File: config.mk
export PLATFORM = sky130hd
export DESIGN_NAME = cache_line_mover_flat
export DESIGN_NICKNAME = d
export VERILOG_FILES = /design/src/rtl/cache_pkg.sv /design/src/rtl/cache_line_mover_if.sv /design/src/rtl/line_word_counter.sv /design/src/rtl/cache_line_mover.sv /design/src/flat_wrapper.sv
export SDC_FILE = /design/constraint.sdc
export NUM_CORES = 1
export LEC_CHECK = 0
export CAP_MARGIN = 30
export CORE_UTILIZATION = 42
export CTS_BUF_LIST = sky130_fd_sc_hd__clkbuf_16
export DETAILED_ROUTE_END_ITERATION = 12
export GPL_TIMING_DRIVEN = 0
export PLACE_DENSITY = 0.88
export REMOVE_ABC_BUFFERS = 1
export SLEW_MARGIN = 40
export SYNTH_ARGS = -nofsm -noshare
export SYNTH_HDL_FRONTEND = slang
export SYNTH_SLANG_ARGS = --single-unit
File: constraint.sdc
create_clock -name clk -period 1.55 [get_ports clk]
set_input_delay 0.2325 -clock clk [delete_from_list [all_inputs] [get_ports clk]]
set_output_delay 0.2325 -clock clk [all_outputs]
set_load 0.03 [all_outputs]
File: src/rtl/cache_pkg.sv
// Shared definitions for the cache line mover: default geometry, FSM encoding
// and the line-to-RAM-base address helper.
package cache_pkg;

    localparam int ADDR_WIDTH = 12;
    localparam int DATA_WIDTH = 32;
    localparam int LINE_WORDS = 8;
    localparam int LINE_BITS  = 3;

    typedef enum logic [2:0] {
        ST_IDLE    = 3'd0,
        ST_REQ     = 3'd1,
        ST_FILL    = 3'd2,
        ST_FILL_WR = 3'd3,
        ST_WB_RD   = 3'd4,
        ST_WB_CAP  = 3'd5,
        ST_WB_SEND = 3'd6,
        ST_DONE    = 3'd7
    } state_t;

    // First RAM word of a line; callers truncate to their address width.
    function automatic logic [31:0] line_base(input logic [31:0] idx, input int unsigned bits);
        return idx << bits;
    endfunction

endpackage

File: src/rtl/cache_line_mover_if.sv
// Controller, memory-bus and quad-port RAM signals of the cache line mover.
// master = the mover, slave = the surrounding controller/bus/RAM.
interface cache_line_mover_if #(
    parameter int ADDR_WIDTH = cache_pkg::ADDR_WIDTH,
    parameter int DATA_WIDTH = cache_pkg::DATA_WIDTH,
    parameter int LINE_BITS  = cache_pkg::LINE_BITS
);
    logic                            fill_req;
    logic                            wb_req;
    logic [ADDR_WIDTH-LINE_BITS-1:0] line_idx;
    logic                            busy;
    logic                            done;
    logic                            mem_req_valid;
    logic                            mem_req_ready;
    logic                            mem_req_write;
    logic [ADDR_WIDTH-LINE_BITS-1:0] mem_req_line;
    logic [DATA_WIDTH-1:0]           mem_rdata;
    logic                            mem_rvalid;
    logic                            mem_rready;
    logic [DATA_WIDTH-1:0]           mem_wdata;
    logic                            mem_wvalid;
    logic                            mem_wready;
    logic [ADDR_WIDTH-1:0]           ram_addr_a;
    logic [ADDR_WIDTH-1:0]           ram_addr_b;
    logic [ADDR_WIDTH-1:0]           ram_addr_c;
    logic [ADDR_WIDTH-1:0]           ram_addr_d;
    logic [DATA_WIDTH-1:0]           ram_data_a;
    logic [DATA_WIDTH-1:0]           ram_data_b;
    logic                            ram_we_a;
    logic                            ram_we_b;
    logic [DATA_WIDTH-1:0]           ram_q_c;
    logic [DATA_WIDTH-1:0]           ram_q_d;

    modport master (
        input  fill_req, wb_req, line_idx, mem_req_ready, mem_rdata, mem_rvalid,
               mem_wready, ram_q_c, ram_q_d,
        output busy, done, mem_req_valid, mem_req_write, mem_req_line, mem_rready,
               mem_wdata, mem_wvalid, ram_addr_a, ram_addr_b, ram_addr_c, ram_addr_d,
               ram_data_a, ram_data_b, ram_we_a, ram_we_b
    );

    modport slave (
        output fill_req, wb_req, line_idx, mem_req_ready, mem_rdata, mem_rvalid,
               mem_wready, ram_q_c, ram_q_d,
        input  busy, done, mem_req_valid, mem_req_write, mem_req_line, mem_rready,
               mem_wdata, mem_wvalid, ram_addr_a, ram_addr_b, ram_addr_c, ram_addr_d,
               ram_data_a, ram_data_b, ram_we_a, ram_we_b
    );
endinterface

File: src/rtl/line_word_counter.sv
// Word-within-line counter shared by the fill and writeback paths.
module line_word_counter #(
    parameter int LINE_WORDS = 8,
    parameter int LINE_BITS  = 3
) (
    input  logic                 clk,
    input  logic                 rst_n,
    input  logic                 clr,
    input  logic                 inc,
    output logic [LINE_BITS-1:0] count,
    output logic                 last
);
    logic [LINE_BITS-1:0] count_r;

    // Clear has priority over increment.
    always_ff @(posedge clk or negedge rst_n) begin
        if (!rst_n) begin
            count_r <= {LINE_BITS{1'b0}};
        end else if (clr) begin
            count_r <= {LINE_BITS{1'b0}};
        end else if (inc) begin
            count_r <= count_r + LINE_BITS'(1'b1);
        end else begin
            count_r <= count_r;
        end
    end

    assign count = count_r;
    assign last  = (count_r == LINE_BITS'(LINE_WORDS - 1));
endmodule

File: src/rtl/cache_line_mover.sv
// Moves whole cache lines between the quad-port data RAM and backing memory.
// Every output is a register loaded from the next-state decode.
module cache_line_mover #(
    parameter int ADDR_WIDTH = cache_pkg::ADDR_WIDTH,
    parameter int DATA_WIDTH = cache_pkg::DATA_WIDTH,
    parameter int LINE_WORDS = cache_pkg::LINE_WORDS,
    parameter int LINE_BITS  = cache_pkg::LINE_BITS
) (
    input logic                clk,
    input logic                rst_n,
    cache_line_mover_if.master bus
);
    import cache_pkg::*;

    localparam int IDX_W = ADDR_WIDTH - LINE_BITS;

    state_t                state_r, state_nxt_s;
    logic [LINE_BITS-1:0]  cnt_s, wb_next_off_s;
    logic                  cnt_last_s, cnt_clr_s, cnt_inc_s;
    logic [ADDR_WIDTH-1:0] base_s;
    logic [DATA_WIDTH-1:0] even_r, even_nxt_s, buf_d_r, buf_d_nxt_s, wdata_r, wdata_nxt_s;
    logic [DATA_WIDTH-1:0] data_a_r, data_a_nxt_s, data_b_r, data_b_nxt_s;
    logic [ADDR_WIDTH-1:0] addr_a_r, addr_a_nxt_s, addr_b_r, addr_b_nxt_s;
    logic [ADDR_WIDTH-1:0] addr_c_r, addr_c_nxt_s, addr_d_r, addr_d_nxt_s;
    logic [IDX_W-1:0]      req_line_r, req_line_nxt_s;
    logic                  req_write_r, req_write_nxt_s, fill_last_r, fill_last_nxt_s;
    logic                  we_r, we_nxt_s, busy_r, done_r, req_valid_r, rready_r, wvalid_r;

    line_word_counter #(.LINE_WORDS(LINE_WORDS), .LINE_BITS(LINE_BITS)) u_cnt (
        .clk   (clk),
        .rst_n (rst_n),
        .clr   (cnt_clr_s),
        .inc   (cnt_inc_s),
        .count (cnt_s),
        .last  (cnt_last_s)
    );

    // Line base has zero low bits, so word offsets are OR-ed in without carry.
    assign base_s        = ADDR_WIDTH'(line_base(32'(req_line_r), LINE_BITS));
    assign wb_next_off_s = cnt_s + LINE_BITS'(1'b1);

    // Next-state and next-output decode.
    always_comb begin
        state_nxt_s     = state_r;
        cnt_clr_s       = 1'b0;
        cnt_inc_s       = 1'b0;
        req_write_nxt_s = req_write_r;
        req_line_nxt_s  = req_line_r;
        even_nxt_s      = even_r;
        buf_d_nxt_s     = buf_d_r;
        fill_last_nxt_s = fill_last_r;
        wdata_nxt_s     = wdata_r;
        addr_a_nxt_s    = addr_a_r;
        addr_b_nxt_s    = addr_b_r;
        addr_c_nxt_s    = addr_c_r;
        addr_d_nxt_s    = addr_d_r;
        data_a_nxt_s    = data_a_r;
        data_b_nxt_s    = data_b_r;
        we_nxt_s        = 1'b0;
        case (state_r)
            ST_IDLE: begin
                if (bus.wb_req) begin
                    state_nxt_s     = ST_REQ;
                    req_write_nxt_s = 1'b1;
                    req_line_nxt_s  = bus.line_idx;
                end else if (bus.fill_req) begin
                    state_nxt_s     = ST_REQ;
                    req_write_nxt_s = 1'b0;
                    req_line_nxt_s  = bus.line_idx;
                end else begin
                    state_nxt_s = ST_IDLE;
                end
            end
            ST_REQ: begin
                if (bus.mem_req_ready) begin
                    cnt_clr_s = 1'b1;
                    if (req_write_r) begin
                        state_nxt_s  = ST_WB_RD;
                        addr_c_nxt_s = base_s;
                        addr_d_nxt_s = base_s | ADDR_WIDTH'(1'b1);
                    end else begin
                        state_nxt_s = ST_FILL;
                    end
                end else begin
                    state_nxt_s = ST_REQ;
                end
            end
            ST_FILL: begin
                if (bus.mem_rvalid) begin
                    cnt_inc_s = 1'b1;
                    if (cnt_s[0]) begin
                        state_nxt_s     = ST_FILL_WR;
                        addr_a_nxt_s    = base_s | ADDR_WIDTH'(cnt_s - LINE_BITS'(1'b1));
                        addr_b_nxt_s    = base_s | ADDR_WIDTH'(cnt_s);
                        data_a_nxt_s    = even_r;
                        data_b_nxt_s    = bus.mem_rdata;
                        we_nxt_s        = 1'b1;
                        fill_last_nxt_s = cnt_last_s;
                    end else begin
                        even_nxt_s = bus.mem_rdata;
                    end
                end else begin
                    state_nxt_s = ST_FILL;
                end
            end
            ST_FILL_WR: begin
                if (fill_last_r) begin
                    state_nxt_s = ST_DONE;
                end else begin
                    state_nxt_s = ST_FILL;
                end
            end
            ST_WB_RD: begin
                state_nxt_s = ST_WB_CAP;
            end
            ST_WB_CAP: begin
                state_nxt_s = ST_WB_SEND;
                wdata_nxt_s = bus.ram_q_c;
                buf_d_nxt_s = bus.ram_q_d;
            end
            ST_WB_SEND: begin
                if (bus.mem_wready) begin
                    cnt_inc_s = 1'b1;
                    if (!cnt_s[0]) begin
                        wdata_nxt_s = buf_d_r;
                    end else if (cnt_last_s) begin
                        state_nxt_s = ST_DONE;
                    end else begin
                        state_nxt_s  = ST_WB_RD;
                        addr_c_nxt_s = base_s | ADDR_WIDTH'(wb_next_off_s);
                        addr_d_nxt_s = base_s | ADDR_WIDTH'(wb_next_off_s) | ADDR_WIDTH'(1'b1);
                    end
                end else begin
                    state_nxt_s = ST_WB_SEND;
                end
            end
            ST_DONE: begin
                state_nxt_s = ST_IDLE;
            end
            default: begin
                state_nxt_s = ST_IDLE;
            end
        endcase
    end

    // State, datapath and output registers; reset clears everything at once.
    always_ff @(posedge clk or negedge rst_n) begin
        if (!rst_n) begin
            state_r     <= ST_IDLE;
            req_write_r <= 1'b0;
            req_line_r  <= {IDX_W{1'b0}};
            even_r      <= {DATA_WIDTH{1'b0}};
            buf_d_r     <= {DATA_WIDTH{1'b0}};
            fill_last_r <= 1'b0;
            wdata_r     <= {DATA_WIDTH{1'b0}};
            addr_a_r    <= {ADDR_WIDTH{1'b0}};
            addr_b_r    <= {ADDR_WIDTH{1'b0}};
            addr_c_r    <= {ADDR_WIDTH{1'b0}};
            addr_d_r    <= {ADDR_WIDTH{1'b0}};
            data_a_r    <= {DATA_WIDTH{1'b0}};
            data_b_r    <= {DATA_WIDTH{1'b0}};
            we_r        <= 1'b0;
            busy_r      <= 1'b0;
            done_r      <= 1'b0;
            req_valid_r <= 1'b0;
            rready_r    <= 1'b0;
            wvalid_r    <= 1'b0;
        end else begin
            state_r     <= state_nxt_s;
            req_write_r <= req_write_nxt_s;
            req_line_r  <= req_line_nxt_s;
            even_r      <= even_nxt_s;
            buf_d_r     <= buf_d_nxt_s;
            fill_last_r <= fill_last_nxt_s;
            wdata_r     <= wdata_nxt_s;
            addr_a_r    <= addr_a_nxt_s;
            addr_b_r    <= addr_b_nxt_s;
            addr_c_r    <= addr_c_nxt_s;
            addr_d_r    <= addr_d_nxt_s;
            data_a_r    <= data_a_nxt_s;
            data_b_r    <= data_b_nxt_s;
            we_r        <= we_nxt_s;
            busy_r      <= (state_nxt_s != ST_IDLE);
            done_r      <= (state_nxt_s == ST_DONE);
            req_valid_r <= (state_nxt_s == ST_REQ);
            rready_r    <= (state_nxt_s == ST_FILL);
            wvalid_r    <= (state_nxt_s == ST_WB_SEND);
        end
    end

    assign bus.busy          = busy_r;
    assign bus.done          = done_r;
    assign bus.mem_req_valid = req_valid_r;
    assign bus.mem_req_write = req_write_r;
    assign bus.mem_req_line  = req_line_r;
    assign bus.mem_rready    = rready_r;
    assign bus.mem_wdata     = wdata_r;
    assign bus.mem_wvalid    = wvalid_r;
    assign bus.ram_addr_a    = addr_a_r;
    assign bus.ram_addr_b    = addr_b_r;
    assign bus.ram_addr_c    = addr_c_r;
    assign bus.ram_addr_d    = addr_d_r;
    assign bus.ram_data_a    = data_a_r;
    assign bus.ram_data_b    = data_b_r;
    assign bus.ram_we_a      = we_r;
    assign bus.ram_we_b      = we_r;
endmodule

File: src/flat_wrapper.sv
// flat-port wrapper written by rule: the top's interface ports become plain ports
module cache_line_mover_flat import cache_pkg::*;
#(
    parameter int ADDR_WIDTH = cache_pkg::ADDR_WIDTH,
    parameter int DATA_WIDTH = cache_pkg::DATA_WIDTH,
    parameter int LINE_WORDS = cache_pkg::LINE_WORDS,
    parameter int LINE_BITS  = cache_pkg::LINE_BITS
)
  (clk, rst_n, bus_fill_req, bus_wb_req, bus_line_idx, bus_mem_req_ready, bus_mem_rdata, bus_mem_rvalid, bus_mem_wready, bus_ram_q_c, bus_ram_q_d, bus_busy, bus_done, bus_mem_req_valid, bus_mem_req_write, bus_mem_req_line, bus_mem_rready, bus_mem_wdata, bus_mem_wvalid, bus_ram_addr_a, bus_ram_addr_b, bus_ram_addr_c, bus_ram_addr_d, bus_ram_data_a, bus_ram_data_b, bus_ram_we_a, bus_ram_we_b);
  cache_line_mover_if #(.ADDR_WIDTH(ADDR_WIDTH), .DATA_WIDTH(DATA_WIDTH), .LINE_BITS(LINE_BITS)) bus_i ();
  input logic clk;
  input logic rst_n;
  input wire logic [$bits(bus_i.fill_req)-1:0] bus_fill_req;
  input wire logic [$bits(bus_i.wb_req)-1:0] bus_wb_req;
  input wire logic [$bits(bus_i.line_idx)-1:0] bus_line_idx;
  input wire logic [$bits(bus_i.mem_req_ready)-1:0] bus_mem_req_ready;
  input wire logic [$bits(bus_i.mem_rdata)-1:0] bus_mem_rdata;
  input wire logic [$bits(bus_i.mem_rvalid)-1:0] bus_mem_rvalid;
  input wire logic [$bits(bus_i.mem_wready)-1:0] bus_mem_wready;
  input wire logic [$bits(bus_i.ram_q_c)-1:0] bus_ram_q_c;
  input wire logic [$bits(bus_i.ram_q_d)-1:0] bus_ram_q_d;
  output wire logic [$bits(bus_i.busy)-1:0] bus_busy;
  output wire logic [$bits(bus_i.done)-1:0] bus_done;
  output wire logic [$bits(bus_i.mem_req_valid)-1:0] bus_mem_req_valid;
  output wire logic [$bits(bus_i.mem_req_write)-1:0] bus_mem_req_write;
  output wire logic [$bits(bus_i.mem_req_line)-1:0] bus_mem_req_line;
  output wire logic [$bits(bus_i.mem_rready)-1:0] bus_mem_rready;
  output wire logic [$bits(bus_i.mem_wdata)-1:0] bus_mem_wdata;
  output wire logic [$bits(bus_i.mem_wvalid)-1:0] bus_mem_wvalid;
  output wire logic [$bits(bus_i.ram_addr_a)-1:0] bus_ram_addr_a;
  output wire logic [$bits(bus_i.ram_addr_b)-1:0] bus_ram_addr_b;
  output wire logic [$bits(bus_i.ram_addr_c)-1:0] bus_ram_addr_c;
  output wire logic [$bits(bus_i.ram_addr_d)-1:0] bus_ram_addr_d;
  output wire logic [$bits(bus_i.ram_data_a)-1:0] bus_ram_data_a;
  output wire logic [$bits(bus_i.ram_data_b)-1:0] bus_ram_data_b;
  output wire logic [$bits(bus_i.ram_we_a)-1:0] bus_ram_we_a;
  output wire logic [$bits(bus_i.ram_we_b)-1:0] bus_ram_we_b;
  assign bus_i.fill_req = bus_fill_req;
  assign bus_i.wb_req = bus_wb_req;
  assign bus_i.line_idx = bus_line_idx;
  assign bus_i.mem_req_ready = bus_mem_req_ready;
  assign bus_i.mem_rdata = bus_mem_rdata;
  assign bus_i.mem_rvalid = bus_mem_rvalid;
  assign bus_i.mem_wready = bus_mem_wready;
  assign bus_i.ram_q_c = bus_ram_q_c;
  assign bus_i.ram_q_d = bus_ram_q_d;
  assign bus_busy = bus_i.busy;
  assign bus_done = bus_i.done;
  assign bus_mem_req_valid = bus_i.mem_req_valid;
  assign bus_mem_req_write = bus_i.mem_req_write;
  assign bus_mem_req_line = bus_i.mem_req_line;
  assign bus_mem_rready = bus_i.mem_rready;
  assign bus_mem_wdata = bus_i.mem_wdata;
  assign bus_mem_wvalid = bus_i.mem_wvalid;
  assign bus_ram_addr_a = bus_i.ram_addr_a;
  assign bus_ram_addr_b = bus_i.ram_addr_b;
  assign bus_ram_addr_c = bus_i.ram_addr_c;
  assign bus_ram_addr_d = bus_i.ram_addr_d;
  assign bus_ram_data_a = bus_i.ram_data_a;
  assign bus_ram_data_b = bus_i.ram_data_b;
  assign bus_ram_we_a = bus_i.ram_we_a;
  assign bus_ram_we_b = bus_i.ram_we_b;
  cache_line_mover #(.ADDR_WIDTH(ADDR_WIDTH), .DATA_WIDTH(DATA_WIDTH), .LINE_WORDS(LINE_WORDS), .LINE_BITS(LINE_BITS)) u_core (.clk(clk), .rst_n(rst_n), .bus(bus_i));
endmodule
==> Word level (Yosys, flattened, before mapping) <==
Cells that the tools add are included.
{ "totals": {"reg_bits": 231, "inputBits": 112, "elab_cells": 95} }
{ "op_classes": {"add_sub_neg": 2, "n_eq_ne": 18, "n_mux": 40, "bitwise": 4, "reduce_logical": 11} }
{ "op_table": {"columns": ["cell", "n"], "rows": [
  ["2-to-1 mux 12 bit", 10],
  ["2-to-1 mux 32 bit", 2],
  ["case mux 32 bit (2 select lines)", 1],
  ["case mux 12 bit (2 select lines)", 2],
  ["2-to-1 mux 3 bit", 10],
  ["OR 12 x 3 -> 12 bit", 2],
  ["case mux 3 bit (8 select lines)", 1],
  ["equality test 3 bit, second input constant", 7],
  ["2-to-1 mux 9 bit", 2],
  ["OR 12 bit", 1],
  ["2-to-1 mux 1 bit", 10],
  ["inequality test 2 bit, second input constant", 5],
  ["equality test 3 x 2 -> 1 bit, second input constant", 3],
  ["AND reduction 3 bit", 3],
  ["nonzero test 2 bit", 4],
  ["equality test 3 x 1 -> 1 bit, second input constant", 2],
  ["AND reduction 6 bit", 1],
  ["subtractor 3 x 1 -> 4 bit, second input constant", 1],
  ["adder 3 x 1 -> 3 bit, second input constant", 1],
  ["zero test 3 bit", 1],
  ["nonzero test 3 bit", 1],
  ["2-to-1 mux 2 bit", 1],
  ["inequality test 2 x 1 -> 1 bit, second input constant", 1],
  ["case mux 1 bit (2 select lines)", 1],
  ["2 further kinds", 2]
]} }

==> Logic depth before layout (Yosys ltp) <==
{ "depth": {"depth_word": 6, "depth_mapped": 8, "mapped_depth_nobuf": 6} }

==> By module <==
From an unflattened synthesis, not the netlist that was laid out.
{ "hier_totals": {"hier_cells": 605, "area_unflattened_um2": 8783.4} }
{ "by_module_without_submodules": {"columns": ["mod", "instances", "cells_per_inst", "area_each_um2"], "rows": [
  ["cache_line_mover", 1, 594, 8643.3],
  ["line_word_counter", 1, 11, 140.1]
]} }

==> Least setup slack after synthesis <==
No wires, ideal clock.
{ "synth_path": {"kind": "register to register", "start": "register u_core.u_cnt.count_r[0] (netlist: u_core.u_cnt.count[0])", "end": "register u_core.rready_r (netlist: u_core.bus.mem_rready)", "setup_time_ps": 121, "arrival_time_ps": 1551, "path_slack_ps": -122, "path_stages_with_launch": 7, "n_path_buf": 0, "period_less_slack_ps": 1672, "path_cell_list": "dfrtp_1 > ha_1 > ha_1 > nor2b_1 > a21oi_1 > o22ai_1 > and4b_1"} }
{ "synth_between": {"elab_chain_cells": 6} }
{ "synth_lines": {"columns": ["item", "line", "rtl"], "rows": [
  ["start, declared", "line_word_counter.sv:13", "logic [LINE_BITS-1:0] count_r;"],
  ["start signal, assigned", "line_word_counter.sv:18", "count_r <= {LINE_BITS{1'b0}};"],
  ["start signal, assigned", "line_word_counter.sv:20", "count_r <= {LINE_BITS{1'b0}};"],
  ["start signal, assigned", "line_word_counter.sv:22", "count_r <= count_r + LINE_BITS'(1'b1);"],
  ["equality test 3 bit", "line_word_counter.sv:29", "assign last = (count_r == LINE_BITS'(LINE_WORDS - 1));"],
  ["via u_core.cnt_last_s", "cache_line_mover.sv:19", "logic cnt_last_s, cnt_clr_s, cnt_inc_s;"],
  ["2-to-1 mux 2 bit", "cache_line_mover.sv:126", "end else if (cnt_last_s) begin"],
  ["2-to-1 mux 3 bit", "cache_line_mover.sv:124", "if (!cnt_s[0]) begin"],
  ["2-to-1 mux 3 bit", "cache_line_mover.sv:122", "if (bus.mem_wready) begin"],
  ["case mux 3 bit (8 select lines)", "cache_line_mover.sv:60", "case (state_r)"],
  ["equality test 3 x 2 -> 1 bit", "cache_line_mover.sv:186", "rready_r <= (state_nxt_s == ST_FILL);"],
  ["end signal, assigned", "cache_line_mover.sv:186", null],
  ["end, declared", "cache_line_mover.sv:27", "logic we_r, we_nxt_s, busy_r, done_r, req_valid_r, rready_r, wvalid_r;"]
]} }
The timed path passes the listed nets, and every way through them passes these cells.
A chain may end at the register's enable or synchronous reset.

==> Worst setup path in the final report <==
{ "layout_path": {"start": "register u_core.state_r[0]", "end": "register u_core.data_a_r[2] (netlist: u_core.bus.ram_data_a[2])"} }
{ "layout_between": {"elab_chain_cells": 2} }
{ "layout_lines": {"columns": ["item", "line", "rtl"], "rows": [
  ["start, declared", "cache_line_mover.sv:17", "state_t state_r, state_nxt_s;"],
  ["start signal, assigned", "cache_line_mover.sv:169", "state_r <= state_nxt_s;"],
  ["equality test 3 x 2 -> 1 bit", "cache_line_mover.sv:60", null],
  ["AND reduction 3 bit (no source line)", null, null],
  ["end signal, assigned", "cache_line_mover.sv:160", "data_a_r <= {DATA_WIDTH{1'b0}};"],
  ["end signal, assigned", "cache_line_mover.sv:180", "data_a_r <= data_a_nxt_s;"],
  ["end, declared", "cache_line_mover.sv:22", "logic [DATA_WIDTH-1:0] data_a_r, data_a_nxt_s, data_b_r, data_b_nxt_s;"]
]} }
Every way passes these cells.

==> summary.txt <==
CTS
  – Clk root buf: clkbuf_16
  – CTS tree: yes
  – Clock Latency Late Sink: 0.51 ns
  – H-tree depth: 1
  – Longest Clk Path Bufs: 3
  – CTS clk-pin slew, worst paths: 0.06 ns
  – Clock sink count: 220
  – CTS Buf Count: 24

Synthesis
  – Synth Flop Type: dfrtp_1
  – Synth top area share: 0.626
  – Sequential area share after synthesis: 0.626
  – Synth area leaders: dfrtp_1 63%, nand2_1 12%, mux2_2 11%
  – FF+latch count, synth: 220
  – Yosys cell types: 41
  – Dominant cell type by area after synthesis: dfrtp_1
  – EDFF count, synth: 0
  – Ys Warns: 0
  – Mean Syn Cell Area: 11.3 um^2
  – Cell Area, Synth: 8790 um^2
  – Mapped Cells: 777
  – Async SR Flop Fraction: 1.00

Global route
  – Vias in the first global route: 7,621
  – Overall Global Routing Usage: 0.245
  – Initial antenna violation count: 0
  – GRT met3 Usage: 0.0691
  – Global route overflow: 0
  – Met2 GRT Util: 0.435
  – GRT Max-Usage Layer: met2
  – First-pass GRT wire length: 41.4 mm
  – Largest net degree at the start of global routing: 75
  – GR Layer Usage met1: 0.282

Floorplan
  – Core area: 20,400 um^2
  – Placement Rows: 52
  – Horiz. Die Dim: 147 um
  – IO Pins: 273
  – Chip Height: 147 um
  – Die Area: 21,500 um^2
  – Starting Density: 0.432

Drt
  – Router iterations before antenna repair: 4
  – Post-route DRC: 0
  – Via Count: 7,498
  – DR vias/cell: 5.25
  – Final WL: 31.6 mm
  – Starting DRC count in detailed routing: 304
  – Drt wl/cell: 22.2 um
  – Antenna-violating nets left: 0

Setup path
  – Crit Path Class: reg2reg
  – Worst Path Required: 1.95 ns
  – CP Capture Type: flop
  – Reg2reg start: u_core.state_r[0]$_DFF_PN0_
  – Worst Path Max Fanout: 8
  – Worst r2r path cells: 9
  – R2R setup slack: -0.26 ns
  – Startpoint Class: flop
  – Reg-to-Reg End: u_core.bus.ram_data_a[2]$_DFFE_PN0P_
  – Crit path DAT: 2.22 ns

Layout
  – Syn-to-layout area delta: 70.4%
  – Util after Layout: 0.736
  – Nets: 1,255
  – Share of cells above drive strength 1: 0.430
  – Non-filler cells, final: 1,427
  – N_diodes: 0

Timing
  – Max Fclk: 552 MHz
  – Clk_skew: 0.0129 ns
  – Slew @ Worst Pin: 0.501 ns
  – Slew HR: 0.665
  – Hold slack: 0.147 ns
  – Setup_tns: -28.80 ns
  – Final Slew Violations: 0
  – Crit path time final: 1.81 ns
  – Final setup vio count: 225
  – Post-route clock period utilization: 1.17
  – RSZ-0062 raised after global routing: true
  – Final hold violation count: 0
  – Final worst slack: -0.263 ns

Run status
  – Status: complete, but fails checks
  – Failing checks: negative setup slack

Placed design
  – GPL Wtd Cong: 0.791
  – Placed cells: 1,279
  – Port Buffer Count: 272
  – Hpwl dp: 15.1 mm

Power and ir drop
  – Lkg Pwr: 7.56 nW
  – PD cells: 2250 nW/um^2
  – Worst vdd ir: 1.18 mV

Run
  – Max_cap viols: 0

Hold path
  – HP Class: in2async
## metrics by stage
step / total power, mW / cell area [um^2] / setup slack (ns)
2_1_floorplan: 17.8 / 8450 / -2.86
3_3_place_gp: 23.0 / 11500 / -8.93
3_5_place_dp: 23.7 / 11800 / -0.957
4_1_cts: 30.4 / 13300 / -0.202
5_1_grt: 35.2 / 15000 / -0.293
6_report: 33.8 / 15000 / -0.263
## cells in the final DEF (no fill, tap or decap), types with 14 or more instances in the layout
master           Yosys  layout
clkbuf_16            0      36
nand2_4              0      59
o21ai_2              1      15
buf_4               22      27
buf_6                1      36
mux2i_1             35      32
clkbuf_2             0      40
buf_12               0      17
mux2_2              82      61
clkdlybuf4s50_1      0     110
mux2_4               0      23
dlygate4sd2_1        0      74
nand2_2              0      99
clkdlybuf4s15_1      0      41
inv_1                9      14
o21ai_1              2      17
dfrtp_1            220     215
nand2_1            284     122
## where the power goes
group          internal (mW)  switching, mW  total (mW)
Clock                   3.26           2.36        5.62
Combinational           7.48           9.94        17.4
Sequential              8.52           2.22        10.7
## per-layer routing
layer | share of wire | up-vias | wire (um)
met5 | 0 | - | 0
met4 | 0.038 | 0 | 1200
li1 | - | 3268 | -
met3 | 0.073 | 87 | 2310
met2 | 0.52 | 361 | 16500
met1 | 0.37 | 3782 | 11600
## logic make-up (layout without fill, tap and decap cells)
logic type                 Yosys count  in the layout  share of synthesized area
and+or+nand+nor                    312            315                      0.144
DFF                                220            220                      0.626
muxes                              119            119                      0.147
buffers and inverters               69            445                     0.0431
AOI/OAI and AO/OA                   53             54                     0.0337
adders and majority gates            3              3                    0.00427
xor gates and xnor gates             1              1                   0.000996
## how the worst max path moves through the flow
stage                                       from                                     to  slack, ns
2_1_floorplan        u_core.state_r[2]$_DFF_PN0_         u_core.fill_last_r$_DFFE_PN0P_      -2.86
3_3_place_gp                               rst_n  u_core.bus.ram_data_a[22]$_DFFE_PN0P_      -8.93
3_5_place_dp         u_core.state_r[2]$_DFF_PN0_  u_core.bus.ram_data_b[25]$_DFFE_PN0P_      -0.96
4_1_cts        u_core.u_cnt.count[0]$_DFFE_PN0P_   u_core.bus.ram_addr_d[8]$_DFFE_PN0P_      -0.20
5_1_grt        u_core.u_cnt.count[0]$_DFFE_PN0P_   u_core.bus.mem_wdata[11]$_DFFE_PN0P_      -0.29
6_report             u_core.state_r[0]$_DFF_PN0_   u_core.bus.ram_data_a[2]$_DFFE_PN0P_      -0.26
## synth_stat cells (2+ instances only)
master and number:
nand2_1 284, dfrtp_1 220, mux2_2 82, o21ai_0 39
mux2i_1 35, buf_2 24, buf_4 22, clkbuf_1 12
inv_1 9, nor2_1 4, nor2b_1 4, and2_1 3
and4b_1 3, ha_1 3, nand2b_1 3, a21o_1 2
mux2_1 2, nand3b_1 2, o21ai_1 2
## layout make-up
class	count	area [um^2]
clock buffers	25	626
repair buffers	377	3960
multi-input cells	492	4080
fillers	1237	5380
flip-flops and latches	220	5510
repair inverters	15	264
clock inverters	18	141
well taps	270	338
inverters	10	63.8
## state kept, by name, summed over array words and instances, names as in the netlist, 9 cells and up
| name | count |
|---|---|
| u_core.bus.mem_wdata | 32 |
| u_core.bus.ram_addr_a | 12 |
| u_core.bus.ram_data_a | 32 |
| u_core.bus.mem_req_line | 9 |
| u_core.even_r | 32 |
| u_core.bus.ram_addr_d | 12 |
| u_core.buf_d_r | 32 |
| u_core.bus.ram_addr_b | 12 |
| u_core.bus.ram_data_b | 32 |
## critical path, stage by stage (launching register included)
cell       delay, ns
dfrtp_2         0.45
buf_6           0.15
nor2_4          0.13
nand4_1         0.18
buf_4           0.21
buf_6           0.12
buf_6           0.13
clkbuf_16       0.17
nand2_1         0.11
nand2_2         0.05
## timing repair
item	CTS	global route
setup endpoints to repair	377	295
cloned	9	29
resized for setup	314	432
hold endpoints to repair	220	0
setup buffers	50	28
hold buffers	1	0
pin swaps	23	113
Note: power is estimated with default switching activity, not from simulation.
